`config.mk`:
```
export PLATFORM = sky130hd
export DESIGN_NAME = serial_word_feeder_flat
export DESIGN_NICKNAME = d
export VERILOG_FILES = /design/src/rtl/serial_word_feeder_if.sv /design/src/rtl/serial_word_feeder.sv /design/src/flat_wrapper.sv
export SDC_FILE = /design/constraint.sdc
export NUM_CORES = 1
export LEC_CHECK = 0
export CORE_MARGIN = 2
export CORE_UTILIZATION = 50
export CTS_CLUSTER_SIZE = 8
export DETAILED_ROUTE_END_ITERATION = 7
export PLACE_DENSITY = 0.87
export SLEW_MARGIN = 20
export SYNTH_ARGS = -nofsm -noshare
export SYNTH_HDL_FRONTEND = slang
export SYNTH_SLANG_ARGS = --single-unit
```
`constraint.sdc`:
```
create_clock -name clock -period 2.12 [get_ports clock]
set_clock_uncertainty 0.2 [all_clocks]
set_input_delay 0.53 -clock clock [delete_from_list [all_inputs] [get_ports clock]]
set_output_delay 0.53 -clock clock [all_outputs]
set_load 0.05 [all_outputs]
```
`src/rtl/serial_word_feeder_if.sv`:
```
// Word-load handshake and serial stream bundle for serial_word_feeder.
// master = word producer, slave = the feeder itself.
interface serial_word_feeder_if #(
    parameter int WIDTH = 8
);
    logic [WIDTH-1:0] data_in;
    logic             load;
    logic             ready;
    logic             serial_out;
    logic             serial_valid;
    logic             busy;
    logic             done;

    modport master (
        output data_in,
        output load,
        input  ready,
        input  serial_out,
        input  serial_valid,
        input  busy,
        input  done
    );

    modport slave (
        input  data_in,
        input  load,
        output ready,
        output serial_out,
        output serial_valid,
        output busy,
        output done
    );
endinterface

```
`src/rtl/serial_word_feeder.sv`:
```
// Double-buffered parallel-to-serial feeder driving the detector's x input.
// Define SERIAL_WORD_FEEDER_LSB_FIRST_EN for LSB-first order (MSB-first otherwise).
module serial_word_feeder #(
    parameter int   WIDTH    = 8,
    parameter logic IDLE_BIT = 1'b0
) (
    input  logic                  clock,
    input  logic                  reset,
    serial_word_feeder_if.slave   bus
);

    localparam int CW = $clog2(WIDTH);
    localparam logic [CW-1:0] LAST = CW'(WIDTH - 1);

    localparam logic [0:0] S_IDLE  = 1'b0;
    localparam logic [0:0] S_SHIFT = 1'b1;

    logic [0:0]       state_q,        state_d;
    logic [WIDTH-1:0] hold_reg_q,     hold_reg_d;
    logic             hold_full_q,    hold_full_d;
    logic [WIDTH-1:0] shift_reg_q,    shift_reg_d;
    logic [CW-1:0]    bit_cnt_q,      bit_cnt_d;
    logic             ready_q,        ready_d;
    logic             serial_out_q,   serial_out_d;
    logic             serial_valid_q, serial_valid_d;
    logic             busy_q,         busy_d;
    logic             done_q,         done_d;

    logic             accept;
    logic             last_bit;
    logic [WIDTH-1:0] shift_next;
    logic             out_bit_d;

    assign accept   = bus.load && ready_q;
    assign last_bit = (bit_cnt_q == LAST);

`ifdef SERIAL_WORD_FEEDER_LSB_FIRST_EN
    assign shift_next = {1'b0, shift_reg_q[WIDTH-1:1]};
    assign out_bit_d  = shift_reg_d[0];
`else
    assign shift_next = {shift_reg_q[WIDTH-2:0], 1'b0};
    assign out_bit_d  = shift_reg_d[WIDTH-1];
`endif

    // ready is low whenever hold is full, so accept and transfer never coincide
    always_comb begin
        state_d     = state_q;
        hold_reg_d  = hold_reg_q;
        hold_full_d = hold_full_q;
        shift_reg_d = shift_reg_q;
        bit_cnt_d   = bit_cnt_q;

        if (accept) begin
            hold_reg_d  = bus.data_in;
            hold_full_d = 1'b1;
        end

        case (state_q)
            S_IDLE: begin
                if (hold_full_q) begin
                    state_d     = S_SHIFT;
                    shift_reg_d = hold_reg_q;
                    bit_cnt_d   = '0;
                    hold_full_d = 1'b0;
                end
            end
            S_SHIFT: begin
                if (!last_bit) begin
                    shift_reg_d = shift_next;
                    bit_cnt_d   = bit_cnt_q + CW'(1);
                end else if (hold_full_q) begin
                    shift_reg_d = hold_reg_q;
                    bit_cnt_d   = '0;
                    hold_full_d = 1'b0;
                end else begin
                    state_d     = S_IDLE;
                    bit_cnt_d   = '0;
                end
            end
            default: begin
                state_d = S_IDLE;
            end
        endcase
    end

    // Outputs are registered from next-state so they line up with the shifter
    always_comb begin
        ready_d        = !hold_full_d;
        serial_valid_d = (state_d == S_SHIFT);
        serial_out_d   = serial_valid_d ? out_bit_d : IDLE_BIT;
        busy_d         = serial_valid_d || hold_full_d;
        done_d         = serial_valid_d && (bit_cnt_d == LAST);
    end

    always_ff @(posedge clock or posedge reset) begin
        if (reset) begin
            state_q        <= S_IDLE;
            hold_reg_q     <= '0;
            hold_full_q    <= 1'b0;
            shift_reg_q    <= '0;
            bit_cnt_q      <= '0;
            ready_q        <= 1'b1;
            serial_out_q   <= IDLE_BIT;
            serial_valid_q <= 1'b0;
            busy_q         <= 1'b0;
            done_q         <= 1'b0;
        end else begin
            state_q        <= state_d;
            hold_reg_q     <= hold_reg_d;
            hold_full_q    <= hold_full_d;
            shift_reg_q    <= shift_reg_d;
            bit_cnt_q      <= bit_cnt_d;
            ready_q        <= ready_d;
            serial_out_q   <= serial_out_d;
            serial_valid_q <= serial_valid_d;
            busy_q         <= busy_d;
            done_q         <= done_d;
        end
    end

    assign bus.ready        = ready_q;
    assign bus.serial_out   = serial_out_q;
    assign bus.serial_valid = serial_valid_q;
    assign bus.busy         = busy_q;
    assign bus.done         = done_q;

endmodule

```
`src/flat_wrapper.sv`:
```
// flat-port wrapper written by rule: the top's interface ports become plain ports
module serial_word_feeder_flat 
#(
    parameter int   WIDTH    = 8,
    parameter logic IDLE_BIT = 1'b0
)
  (clock, reset, bus_data_in, bus_load, bus_ready, bus_serial_out, bus_serial_valid, bus_busy, bus_done);
  serial_word_feeder_if #(.WIDTH(WIDTH)) bus_i ();
  input  logic clock;
  input  logic reset;
  input wire logic [$bits(bus_i.data_in)-1:0] bus_data_in;
  input wire logic [$bits(bus_i.load)-1:0] bus_load;
  output wire logic [$bits(bus_i.ready)-1:0] bus_ready;
  output wire logic [$bits(bus_i.serial_out)-1:0] bus_serial_out;
  output wire logic [$bits(bus_i.serial_valid)-1:0] bus_serial_valid;
  output wire logic [$bits(bus_i.busy)-1:0] bus_busy;
  output wire logic [$bits(bus_i.done)-1:0] bus_done;
  assign bus_i.data_in = bus_data_in;
  assign bus_i.load = bus_load;
  assign bus_ready = bus_i.ready;
  assign bus_serial_out = bus_i.serial_out;
  assign bus_serial_valid = bus_i.serial_valid;
  assign bus_busy = bus_i.busy;
  assign bus_done = bus_i.done;
  serial_word_feeder #(.WIDTH(WIDTH), .IDLE_BIT(IDLE_BIT)) u_core (.clock(clock), .reset(reset), .bus(bus_i));
endmodule
```
==> results of run 1 <==
cell families after synthesis:
logic type | count (synthesis)
AOI/OAI and AO/OA | 4
adders and majority gates | 2
buffers and inverters | 4
DFF | 24
muxes | 23
and+or+nand+nor | 11
layout by cell type (no fill, tap or decap), drive strengths merged:
cell            n
and4            1
clkdlybuf4s50  10
mux2i           2
buf             6
ha              2
nand2b          2
nor2b           1
dfstp           1
dfrtp          23
mux2           21
nand3b          2
nand2           2
a22o            3
clkbuf          4
o21ai           1
nor2            3
inv             1
routing by layer:
layer  vias to the layer above  part of all wire  wire length (microns)
li1                        272                 -                      -
met1                       287              0.43                    679
met2                        17              0.50                    781
met3                         5             0.041                     64
met4                         0             0.027                     43
met5                         -                 0                      0
path summary, 6_finish.rpt:
path / startpoint / end
max: u_core.bit_cnt_q[0]$_DFF_PP0_ / u_core.shift_reg_q[5]$_DFF_PP0_
min: u_core.bit_cnt_q[1]$_DFF_PP0_ / u_core.bit_cnt_q[1]$_DFF_PP0_
max reg2reg: u_core.bit_cnt_q[0]$_DFF_PP0_ / u_core.shift_reg_q[5]$_DFF_PP0_
min reg2reg: u_core.bit_cnt_q[1]$_DFF_PP0_ / u_core.bit_cnt_q[1]$_DFF_PP0_
max in group asynchronous: reset / u_core.bus.ready$_DFF_PP1_
min in group asynchronous: reset / u_core.shift_reg_q[0]$_DFF_PP0_
power groups by stage:
stage / Sequential, mW / Combinational [mW] / Clock, mW
3_3_place_gp: 0.824 / 0.794 / 0
6_report: 0.828 / 0.826 / 0.244
4_1_cts: 0.828 / 0.836 / 0.247
2_1_floorplan: 0.882 / 0.571 / 0
5_1_grt: 0.852 / 0.899 / 0.257
3_5_place_dp: 0.837 / 0.832 / 0
state kept, by name, summed over array words and instances, names as in the netlist:
name / flops
u_core.state_q: 1
u_core.bit_cnt_q: 3
u_core.bus.done: 1
u_core.bus.busy: 1
u_core.hold_full_q: 1
u_core.shift_reg_q: 7
u_core.bus.ready: 1
u_core.hold_reg_q: 8
u_core.bus.serial_out: 1
critical path, delay by kind of cell (launching register included):
kind	cells	cell delay, ns
flip-flops	1	0.43
adder cells (fa/ha/maj)	2	0.42
multiplexers	1	0.39
AND/OR/NAND/NOR	1	0.36
cell type report:
cell class	count	area, sq um
clock buffer	4	36.3
fill	155	707
inverter	1	3.75
multi-input combinational	40	389
sequential	24	602
tap	27	33.8
timing repair buffer	16	170
per-stage QoR:
step | instances | cell area (sq um)
after floorplan | 68 | 1020
after global placement | 108 | 1200
after detailed placement | 108 | 1200
after CTS | 112 | 1230
after global routing | 112 | 1230
final | 112 | 1230
==> impl_metrics.yaml, run 1 <==
synth:
  syn_area_sq_um: 1020
  synth_compound_area_frac: 0.0308
  synthCells: 68
  synth_seq_area_share: 0.592
  yosys.area.top_type: "dfrtp_1"
  synth_area_leaders: "dfrtp_1 (57%), mux2_2 (19%), mux2_4 (5.9%)"
  synth_xor_area_frac: 0
  synth.avg_cell_area_sq_um: 14.9
  postSynth.asyncResetShare: 1.00
  synth_top_family_by_area: "multiplexers"
  netlist_top_cells_count: "dfrtp_1 (23), mux2_2 (17), mux2_4 (4)"
  synth_cell_types: 17
  yosysMostFrequentCell: "dfrtp_1"
  yosys.area_share.simple: 0.0603
  synth_fa_ha_area_frac: 0.0246
  syn-num-nets: 81
  ys_warn_count: 0
  ys_seq_elements: 24
  synth.top_cell.area_share: 0.567
  synth-edff-count: 0
  synth.area.mux_share: 0.267
  ys.flop_type: "dfrtp_1"
power_and_ir_drop:
  p_total_mw: 1.90
  peakVddDrop_mv: 0.896
  power_switching_mw: 0.645
  switching_share: 0.340
  p_leak_nw: 0.566
  clkPwrFrac: 0.128
  p_comb_frac: 0.435
  power_density_nw_per_um2: 1540
  seq_power_share: 0.436
  intPower_mw: 1.25
route:
  drc: 0
  drt_wl_total_microns: 1570
  drtAntennaViolNets: 0
  num_vias: 581
  wl_per_cell_microns: 14.0
  firstDrtPassIters: 4
  viasPerCell: 5.19
  dr.first_iter.drc_count: 6
setup_path:
  rrSetupSlack_ns: 0.23
  critPathMaxStageDelay_ns: 0.43
  crit_required_ns: 2.14
  cp-end-kind: "register"
  rr_worst_depth: 4
  crit_chain: "ha_1, ha_1, nand2b_1, mux2_4"
  worstSetupPathType: "reg2reg"
  crit_top_cell: "ha_1"
  critPathLaunchType: "register"
  critPathSlowestCell: "dfrtp_1"
  crit_fanout: 10
  arrival_ns: 1.91
floorplan:
  die_area_sq_um: 2410
  row_count: 16
  start_util: 0.523
  dieHeight_microns: 49.1
  io_pins: 16
  die_x_microns: 49.1
  fp.coreArea_sq_um: 1940
clock_network:
  ctsHoldBuffers: 0
  clk_latency_ns: 0.32
  ctsRootBufferMaster: "clkbuf_4"
  cts_htree_levels: 1
  numCtsBuffers: 3
  clk_pin_slew_worst_paths_ns: 0.13
  ctsLongestPathBuffers: 2
  post_cts_resized: 0
  post_cts_buffers: 0
  cts_tree: "built"
  clock_sinks: 24
cells_and_area:
  layout-drive-gt1-share: 0.376
  nets: 99
  area_delta_synth_final_pct: 21.6
  final_core_util: 0.636
  diodes: 0
sta:
  fmax_mhz: 528
  setup_ws_ns: 0.226
  setup_viol: 0
  maxSlewViolCount: 0
  setup_tns_ns: 0
  period_share: 0.893
  timing.hold.ws_ns: 0.324
  grt_setup_unrepaired: "no"
  fin_crit_ns: 1.89
  relSlewSlack: 0.645
  tightest_slew_ns: 0.533
  hold_viol: 0
global_routing:
  grt_pass1_vias: 634
  overflow: 0
  gr-usage-all-layers: 0.152
  met1_usage: 0.175
  grt_pass1_wl_microns: 2680
  grt_max_degree: 25
  met3_usage: 0.0368
  grt_busiest_layer: "met2"
  antenna_found_initial: 0
  met2_usage: 0.250
flow_run:
  max_cap_viol_count: 0
placed_design:
  io_buffers: 15
  dp_slack_ns: 0.139
  gp_congestion: 0.661
  place_hpwl_microns: 1110
worst_hold_path:
  min_path_cells: 1
  worstHoldPathType: "reg2reg"
status:
  outcome: "finished, final reports clean"
Note: power is estimated with default switching activity, not from simulation.
==> run 2: changes to the inputs <==
--- a/config.mk
+++ b/config.mk
@@ -10,7 +10,6 @@
 export CTS_CLUSTER_SIZE = 8
 export DETAILED_ROUTE_END_ITERATION = 7
 export PLACE_DENSITY = 0.87
-export SLEW_MARGIN = 20
 export SYNTH_ARGS = -nofsm -noshare
 export SYNTH_HDL_FRONTEND = slang
 export SYNTH_SLANG_ARGS = --single-unit
==> results of run 2 <==
The final DEF is identical to that of run 1; final timing and power are the same.
==> run 3: changes to the inputs <==
--- a/config.mk
+++ b/config.mk
@@ -5,6 +5,7 @@
 export SDC_FILE = /design/constraint.sdc
 export NUM_CORES = 1
 export LEC_CHECK = 0
+export ABC_CLOCK_PERIOD_IN_PS = 2310
 export CORE_MARGIN = 2
 export CORE_UTILIZATION = 50
 export CTS_CLUSTER_SIZE = 8
==> constraint.sdc (replaced) <==
create_clock -name clock -period 2.31 [get_ports clock]
set_clock_uncertainty 0.2 [all_clocks]
set_input_delay 0.5775 -clock clock [delete_from_list [all_inputs] [get_ports clock]]
set_output_delay 0.5775 -clock clock [all_outputs]
set_load 0.05 [all_outputs]
==> run 3 against run 2 <==
Net effect: via count is 2.4% lower; core utilization is 0.90 points lower; final cell count stayed put; combinational power is 14% lower; sequential cell count stayed put; sequential power is 10% lower; register-to-register slack better by 0.19 ns; hold slack worse by 0.0065 ns; final area is 1.4% lower; wire length is 11% lower; critical path depth is 3 lower; setup slack worse by 0.14 ns; critical endpoint is now bus_serial_out.
==> impl_metrics.yaml, run 3 (synthesis gave the netlist of run 1 again) <==
power_and_ir_drop:
  peakVddDrop_mv: 0.788
  p_leak_nw: 0.553
  power_density_nw_per_um2: 1370
clock_network:
  clk_pin_slew_worst_paths_ns: 0.12
  cts_tree: "built"
  post_cts_resized: 0
  numCtsBuffers: 3
  clock_sinks: 24
  clk_latency_ns: 0.31
  ctsLongestPathBuffers: 2
  post_cts_buffers: 0
  ctsHoldBuffers: 0
  ctsRootBufferMaster: "clkbuf_4"
  cts_htree_levels: 1
status:
  outcome: "finished, final reports clean"
setup_path:
  rr_worst_depth: 4
  cp_num_buf_inv: 1
  cp-end-kind: "output port"
  critPathLaunchType: "register"
  crit_family: "buffers and inverters"
  timing.rr.end: "u_core.shift_reg_q[5]$_DFF_PP0_"
  crit-reg2reg-launch: "u_core.bit_cnt_q[0]$_DFF_PP0_"
  arrival_ns: 1.44
  critPathMaxStageDelay_ns: 0.79
  critPathSlowestCell: "clkdlybuf4s50_1"
  rrSetupSlack_ns: 0.42
  crit_required_ns: 1.53
  crit_chain: "clkdlybuf4s50_1"
  worstSetupPathType: "reg2out"
  crit_fanout: 1
sta:
  setup_tns_ns: 0
  setup_viol: 0
  timing.hold.ws_ns: 0.317
  grt_setup_unrepaired: "no"
  hold_viol: 0
  tightest_slew_ns: 0.502
  maxSlewViolCount: 0
  fin_crit_ns: 2.22
  fmax_mhz: 450
  period_share: 0.961
  relSlewSlack: 0.665
route:
  dr.first_iter.drc_count: 5
  drtAntennaViolNets: 0
  num_vias: 567
  viasPerCell: 5.06
  drc: 0
  firstDrtPassIters: 4
  drt_wl_total_microns: 1390
  wl_per_cell_microns: 12.4
cells_and_area:
  final_cell_mix: "dfrtp_1 (23), mux2_2 (17), clkdlybuf4s50_1 (13)"
  layout-drive-gt1-share: 0.341
  nets: 99
  stdcell_count: 112
  layout_commonest_cell: "dfrtp_1"
  top_register: "u_core.hold_reg_q"
  diodes: 0
  reg_top3: "u_core.hold_reg_q x8, u_core.shift_reg_q x7, u_core.bit_cnt_q x3"
  largest_reg_flops: 8
  area_delta_synth_final_pct: 19.8
global_routing:
  grt_max_degree: 25
  antenna_found_initial: 0
  gr-usage-all-layers: 0.132
  grt_pass1_vias: 599
  grt_pass1_wl_microns: 2420
  overflow: 0
placed_design:
  io_buffers: 15
  gp_congestion: 0.706
  dp_cells: 108
  place_hpwl_microns: 1070
worst_hold_path:
  worstHoldPathType: "reg2reg"
  hp-start: "u_core.shift_reg_q[4]$_DFF_PP0_"
  min_path_cells: 1
  hold_end: "u_core.shift_reg_q[5]$_DFF_PP0_"
floorplan:
  io_pins: 16
  die_area_sq_um: 2410
  die_x_microns: 49.1
  row_count: 16
  dieHeight_microns: 49.1
  start_util: 0.523
  fp.coreArea_sq_um: 1940
flow_run:
  max_cap_viol_count: 0
[run 3: cell types whose count changed in the layout (fill, tap and decap cells not counted)]
cell / change
buf_4: -1
buf_12: -2
clkdlybuf4s50_1: +3
[run 3: routing by layer]
metal	vias to the layer above	share of wire	GRT usage
met5	-	0	0
met4	0	0.022	0.0714
met3	4	0.029	0.0184
met2	13	0.48	0.227
met1	273	0.47	0.157
li1	277	-	-
[run 3: power breakdown]
group,internal (mW),total (mW),switching [mW],leakage [nW]
combinational,0.409,0.713,0.305,0.243
sequential,0.611,0.745,0.134,0.289
clock,0.0963,0.213,0.117,0.0210
[run 3: through the flow]
step	area, sq um	total power, mW	setup slack [ns]	util
2_1_floorplan	1020	1.33	0.605	-
3_3_place_gp	1180	1.45	0.313	0.608
3_5_place_dp	1180	1.48	0.275	0.608
4_1_cts	1220	1.69	0.0820	0.627
5_1_grt	1220	1.78	0.0379	0.627
6_report	1220	1.67	0.0900	0.627
[run 3: how the worst max path moves through the flow]
stage,end,startpoint,slack [ns],cells past startpoint
finish,bus_serial_out,u_core.bus.serial_out$_DFF_PP0_,0.09,1
global route,bus_done,u_core.bus.done$_DFF_PP0_,0.04,1
CTS,bus_serial_out,u_core.bus.serial_out$_DFF_PP0_,0.08,1
detailed placement,u_core.hold_reg_q[6]$_DFFE_PP0P_,bus_load,0.28,3
global placement,u_core.hold_reg_q[3]$_DFFE_PP0P_,bus_load,0.31,3
floorplan,u_core.shift_reg_q[5]$_DFF_PP0_,u_core.bit_cnt_q[0]$_DFF_PP0_,0.60,5
[run 3: layout make-up]
class                   instances  area, sq um
well taps                      27         33.8
multi-input cells              40          389
repair buffers                 16          153
inverters                       1         3.75
flip-flops and latches         24          602
fillers                       150          724
clock buffers                   4         36.3
